File: src/rtl/effect_pkg.sv
// Shared state encoding, gain limits and index-wrap helper for the effect sequencer.
package effect_pkg;

   typedef enum logic [1:0] {
      IDLE     = 2'd0,
      FADE_OUT = 2'd1,
      SWAP     = 2'd2,
      FADE_IN  = 2'd3
   } state_e;

   localparam logic [7:0] GAIN_MAX = 8'd255;
   localparam logic [7:0] GAIN_MIN = 8'd0;

   // Step an effect index forward or backward, wrapping between 0 and last.
   function automatic logic [2:0] step_index(input logic [2:0] idx,
                                             input logic       fwd,
                                             input logic [2:0] last);
      if (fwd) return (idx == last) ? 3'd0 : idx + 3'd1;
      else     return (idx == 3'd0) ? last : idx - 3'd1;
   endfunction

endpackage

File: src/rtl/effect_sequencer_edge_detect.sv
// Rising-edge detector for one debounced button level.
module edge_detect (
   input  logic clk,
   input  logic rst_n,
   input  logic btn,
   output logic pulse
);

   // Flop remembers that the button was seen low; cleared by reset so a
   // level already high at reset release must drop before it can fire.
   logic seen_low_q;
   logic seen_low_d;

   always_comb begin
      seen_low_d = ~btn;
      pulse      = btn & seen_low_q;
   end

   always_ff @(posedge clk or negedge rst_n) begin
      if (!rst_n) seen_low_q <= 1'b0;
      else        seen_low_q <= seen_low_d;
   end

endmodule

File: src/rtl/effect_sequencer.sv
// Effect selection sequencer: cross-fades the wet-path gain around every
// effect change and adjusts the effect parameter while idle.
module effect_sequencer
   import effect_pkg::*;
#(
   parameter int unsigned N_EFFECTS     = 4,
   parameter int unsigned RAMP_STEP     = 8,
   parameter int unsigned PARAM_STEP    = 16,
   parameter int unsigned PARAM_DEFAULT = 128
) (
   input  logic       clk,
   input  logic       rst_n,
   input  logic       sample_en,
   input  logic       btn_next,
   input  logic       btn_prev,
   input  logic       btn_up,
   input  logic       btn_down,
   output logic [2:0] effect_sel,
   output logic [7:0] param,
   output logic [7:0] gain,
   output logic       busy
);

   localparam logic [2:0] LAST_IDX  = 3'(N_EFFECTS - 1);
   localparam logic [7:0] PARAM_RST = 8'(PARAM_DEFAULT);
   localparam logic [8:0] RAMP_9    = 9'(RAMP_STEP);
   localparam logic [8:0] PSTEP_9   = 9'(PARAM_STEP);

   logic ev_next, ev_prev, ev_up, ev_down;

   edge_detect u_ed_next (.clk(clk), .rst_n(rst_n), .btn(btn_next), .pulse(ev_next));
   edge_detect u_ed_prev (.clk(clk), .rst_n(rst_n), .btn(btn_prev), .pulse(ev_prev));
   edge_detect u_ed_up   (.clk(clk), .rst_n(rst_n), .btn(btn_up),   .pulse(ev_up));
   edge_detect u_ed_down (.clk(clk), .rst_n(rst_n), .btn(btn_down), .pulse(ev_down));

   state_e     state_q, state_d;
   logic [7:0] gain_q, gain_d;
   logic [7:0] param_q, param_d;
   logic [2:0] effect_sel_q, effect_sel_d;
   logic [2:0] pending_q, pending_d;
   logic       busy_q, busy_d;

   logic       move, adjust;
   logic [8:0] gain_up_sum, param_up_sum;
   logic [7:0] gain_up_sat, gain_dn_sat, param_up_sat, param_dn_sat;

   always_comb begin
      // Exactly one of a pair must fire; simultaneous presses cancel.
      move         = ev_next ^ ev_prev;
      adjust       = ev_up ^ ev_down;
      gain_up_sum  = {1'b0, gain_q} + RAMP_9;
      param_up_sum = {1'b0, param_q} + PSTEP_9;
      gain_up_sat  = (gain_up_sum > {1'b0, GAIN_MAX}) ? GAIN_MAX : gain_up_sum[7:0];
      gain_dn_sat  = ({1'b0, gain_q} <= RAMP_9) ? GAIN_MIN : gain_q - RAMP_9[7:0];
      param_up_sat = param_up_sum[8] ? 8'd255 : param_up_sum[7:0];
      param_dn_sat = ({1'b0, param_q} <= PSTEP_9) ? 8'd0 : param_q - PSTEP_9[7:0];
   end

   always_comb begin
      state_d      = state_q;
      gain_d       = gain_q;
      param_d      = param_q;
      effect_sel_d = effect_sel_q;
      pending_d    = pending_q;
      case (state_q)
         IDLE: begin
            gain_d = GAIN_MAX;
            if (move) begin
               pending_d = step_index(effect_sel_q, ev_next, LAST_IDX);
               state_d   = FADE_OUT;
            end else if (adjust) begin
               param_d = ev_up ? param_up_sat : param_dn_sat;
            end
         end
         FADE_OUT: begin
            if (move) pending_d = step_index(pending_q, ev_next, LAST_IDX);
            if (gain_q == GAIN_MIN) state_d = SWAP;
            else if (sample_en)     gain_d  = gain_dn_sat;
         end
         SWAP: begin
            effect_sel_d = pending_q;
            param_d      = PARAM_RST;
            state_d      = FADE_IN;
         end
         FADE_IN: begin
            // A new request reverses the ramp from wherever the gain is now.
            if (move) begin
               pending_d = step_index(effect_sel_q, ev_next, LAST_IDX);
               state_d   = FADE_OUT;
            end else if (gain_q == GAIN_MAX) begin
               state_d = IDLE;
            end else if (sample_en) begin
               gain_d = gain_up_sat;
            end
         end
         default: state_d = IDLE;
      endcase
      busy_d = (state_d != IDLE);
   end

   always_ff @(posedge clk or negedge rst_n) begin
      if (!rst_n) begin
         state_q      <= IDLE;
         gain_q       <= GAIN_MAX;
         param_q      <= PARAM_RST;
         effect_sel_q <= '0;
         pending_q    <= '0;
         busy_q       <= 1'b0;
      end else begin
         state_q      <= state_d;
         gain_q       <= gain_d;
         param_q      <= param_d;
         effect_sel_q <= effect_sel_d;
         pending_q    <= pending_d;
         busy_q       <= busy_d;
      end
   end

   always_comb begin
      effect_sel = effect_sel_q;
      param      = param_q;
      gain       = gain_q;
      busy       = busy_q;
   end

endmodule

File: config.mk
export PLATFORM = sky130hd
export DESIGN_NAME = effect_sequencer
export DESIGN_NICKNAME = d
export VERILOG_FILES = /design/src/rtl/effect_pkg.sv /design/src/rtl/effect_sequencer_edge_detect.sv /design/src/rtl/effect_sequencer.sv
export SDC_FILE = /design/constraint.sdc
export NUM_CORES = 1
export LEC_CHECK = 0
export ABC_AREA = 1
export CAP_MARGIN = 5
export CORE_MARGIN = 3
export CORE_UTILIZATION = 50
export CTS_CLUSTER_SIZE = 28
export DETAILED_ROUTE_END_ITERATION = 10
export PLACE_DENSITY = 0.83
export REMOVE_ABC_BUFFERS = 1
export SYNTH_ARGS = -nofsm -noshare
export SYNTH_HDL_FRONTEND = slang
export SYNTH_SLANG_ARGS = --single-unit
File: constraint.sdc
create_clock -name clk -period 4 [get_ports clk]
set_clock_uncertainty 0.2 [all_clocks]
set_input_delay 0.4 -clock clk [delete_from_list [all_inputs] [get_ports clk]]
set_output_delay 0.4 -clock clk [all_outputs]
set_load 0.005 [all_outputs]
==> results.md <==
* Core Util, Final at 60.9%
* Post-Synth Simple-Gate Area at 31.3%
* Final setup margin at 1.96 ns
* Worst VDD drop at 0.453 mV
* Req. time, crit path at 3.40 ns
* Crit-path max cell delay at 0.65 ns
* Vias in the first global route at 1543
* Layout area overhead at 15.6%
* Ports at 27
* Synth Register Bits at 24
* Slowest CP cell: dfstp_2
* Max Cap Viol at 0
* Worst r2r dst: gain[3]
* Filler Cell Count at 349
* First-pass GRT wire length at 6.44 mm
* Tot GR Track Use at 17.8%
* Worst setup path endpoint: gain[3]
* Hold Crit Class: register to register
* DP HPWL at 3.11 mm
* Die area at 4740 um^2
* Placed insts at 353
* CTS Buffer Depth at 2
* Latest clock arrival within the worst-skew pair at 0.26 ns
* XOR/XNOR Fraction of Synth Area at 1.78%
* Slew Limit Fails at 0
* Most area-consuming cells after synthesis: dfrtp_1 (22%), nand2_1 (14%), ha_1 (11%)
* Post-synthesis mux area share at 0%
* CTS Buf Count at 3
* Part of the power in registers at 31.5%
* Clk slew on worst S/H paths at 0.08 ns
* Crit. Startpoint: gain[3]
* 1st-iter DRT viols at 114
* Design Area, Final at 2280 um^2
* Final Instance Count excl. Fillers at 357
* Syn Inst Count at 287
* Clock power frac at 9.1%
* Share of the synthesized area in the top cell type at 21.6%
* Post-detailed-placement cell area at 2240 um^2
* Initial antenna violation count at 0
* Largest net degree at the start of global routing at 25
* Cell internal pwr at 839 uW
* H-tree lvl count at 1
* Diode count at 0
* Core Box Area at 3740 um^2
* Status: finished, final reports clean
* Clk root buf: clkbuf_8
* Port buffer count at 26
* Final setup vio count at 0
* Dominant synthesized flop cell: dfrtp_1
* Slew @ Worst Pin at 1.05 ns
* Mapped Area at 1970 um^2
* Reg-to-reg startpoint: gain[3]
* Worst Setup Path Type: register to output port
* R2R cell count at 11
* WP buf/inv at 1
* Synth Area in Compound Gates at 12.4%
* Main combinational cell family by area after synthesis: simple AND/OR/NAND/NOR gates
* # hold bufs at CTS at 0
* Routability congestion estimate at 0.927
* Async SR Flop Fraction at 100%
* Initial Util at 52.7%
* Element type at the critical path end: output port
* Synth cell types at 30
* Hold slack final at 0.317 ns
* Setup slack, reg-to-reg at 1.99 ns
* Vias per cell at 5.03
* Adder-Cell Fraction of Synth Area at 11.4%
* Final Power at 1.56 mW
* Drt total wl at 3.95 mm
* Leak at 1.20 nW
* Combinational power share at 59.3%
* Top delay family on crit path: flip-flops
* Syn. warnings at 0
* Fmax at 0.490 GHz
* CP Data Arrival Time at 1.44 ns
* # Post-CTS Setup Buffers at 0
* Fraction of layout cells with a size suffix above 1 at 10.0%
* Rows at 22
* DIE HEIGHT at 68.8 um
* Num Clock Sinks at 24
* Minimum clock period at 2.04 ns
* Fin Setup TNS at 0 ns
* Average size of a mapped cell at 6.88 um^2
* TritonRoute pass-1 iters at 4
* Crit-path max FO at 9
* Switching Fraction at 46.1%
* Register area share after synthesis at 30.9%
* Routed Antenna Nets at 0
* RSZ-0062 raised after global routing: no
* Place WS at 1.90 ns
* Final Hold Viols at 0
* GR Overflow Total at 0
* Die W at 68.8 um
* CP cell instances: clkdlybuf4s50_1
* CTS tree: yes
* Most common cell in the netlist: nand2_1
* Post-synth top cells: nand2_1 (75), inv_1 (44), o21ai_0 (24)
* Sw power at 719 uW
* WP depth at 1
* DRC errors left at 0
* Fin crit share at 51.0%
* Number of flops mapped to enable cells by yosys at 0
* Routed wire per std cell at 11.1 um
* Vias at 1794
* Cell Pwr Density at 683 nW/um^2
* CTS-repair resized insts at 0
* Relative slew slack at 30.0%
* CP Launch Type: register
* # nets final at 335
* Cell taking the most area after synthesis: dfrtp_1
[power groups by stage]
stage	registers [mW]	clock network, mW	logic (mW)
floorplan	0.474	0	0.626
global placement	0.494	0	0.897
detailed placement	0.496	0	0.921
CTS	0.491	0.148	0.926
global route	0.511	0.158	1.07
finish	0.491	0.142	0.925
[layer usage]
| layer | vias up | GRT usage (%) | routed length, um |
|---|---|---|---|
| met2 | 43 | 28.4 | 1820 |
| met1 | 807 | 24.9 | 1900 |
| met5 | - | 0 | 0 |
| met4 | 0 | 4.38 | 38 |
| met3 | 4 | 3.40 | 187 |
| li1 | 940 | - | - |
[registers in the layout, indices dropped and copies added (netlist names), 2 cells and up]
name	flops
effect_sel	3
gain	6
pending_q	3
state_q	2
param	5
[cells by family (layout without fill, tap and decap cells)]
| group | after synthesis | after routing |
|---|---|---|
| adders and majority gates | 18 | 18 |
| xor gates and xnor gates | 4 | 4 |
| buffers and inverters | 56 | 78 |
| DFF | 24 | 24 |
| AOI/OAI and AO/OA | 47 | 47 |
| and+or+nand+nor | 138 | 138 |
[how the worst min path moves through the flow]
| stage | startpoint | endpoint | slack, ns | cells past startpoint |
|---|---|---|---|---|
| 5_1_grt | gain[1] | gain[1] | 0.34 | 2 |
| 3_5_place_dp | pending_q[1] | effect_sel[1] | 0.30 | 2 |
| 4_1_cts | gain[1] | gain[1] | 0.32 | 2 |
| 3_3_place_gp | gain[1] | gain[1] | 0.30 | 2 |
| 6_report | pending_q[1] | effect_sel[1] | 0.32 | 2 |
| 2_1_floorplan | rst_n | busy | -0.1 | 0 |
[area by class of cell]
cell class              count  area (um^2)  area share, %
multi-input cells         207         1120           49.1
flip-flops and latches     24          609           26.7
repair buffers             26          260           11.4
inverters                  48          185           8.12
well taps                  48         60.1           2.63
clock buffers               4         45.0           1.97
[cell usage in the layout, fill, tap and decap left out, types with 2 or more instances in the layout]
cell type         n
o21ai_0          24
a21oi_1          14
a31oi_1           2
nor2_1           23
xor2_1            3
dfrtp_1          17
inv_2             3
nand2_1          75
nor2_2            2
clkdlybuf4s50_1  26
nor3_1            3
inv_1            44
nand3_1          18
nand2_2           8
nand4_1           3
nand2_4           2
ha_1             18
dfstp_2           7
clkbuf_8          3
o21ai_1           5
Power figures use the tool's default switching activity.
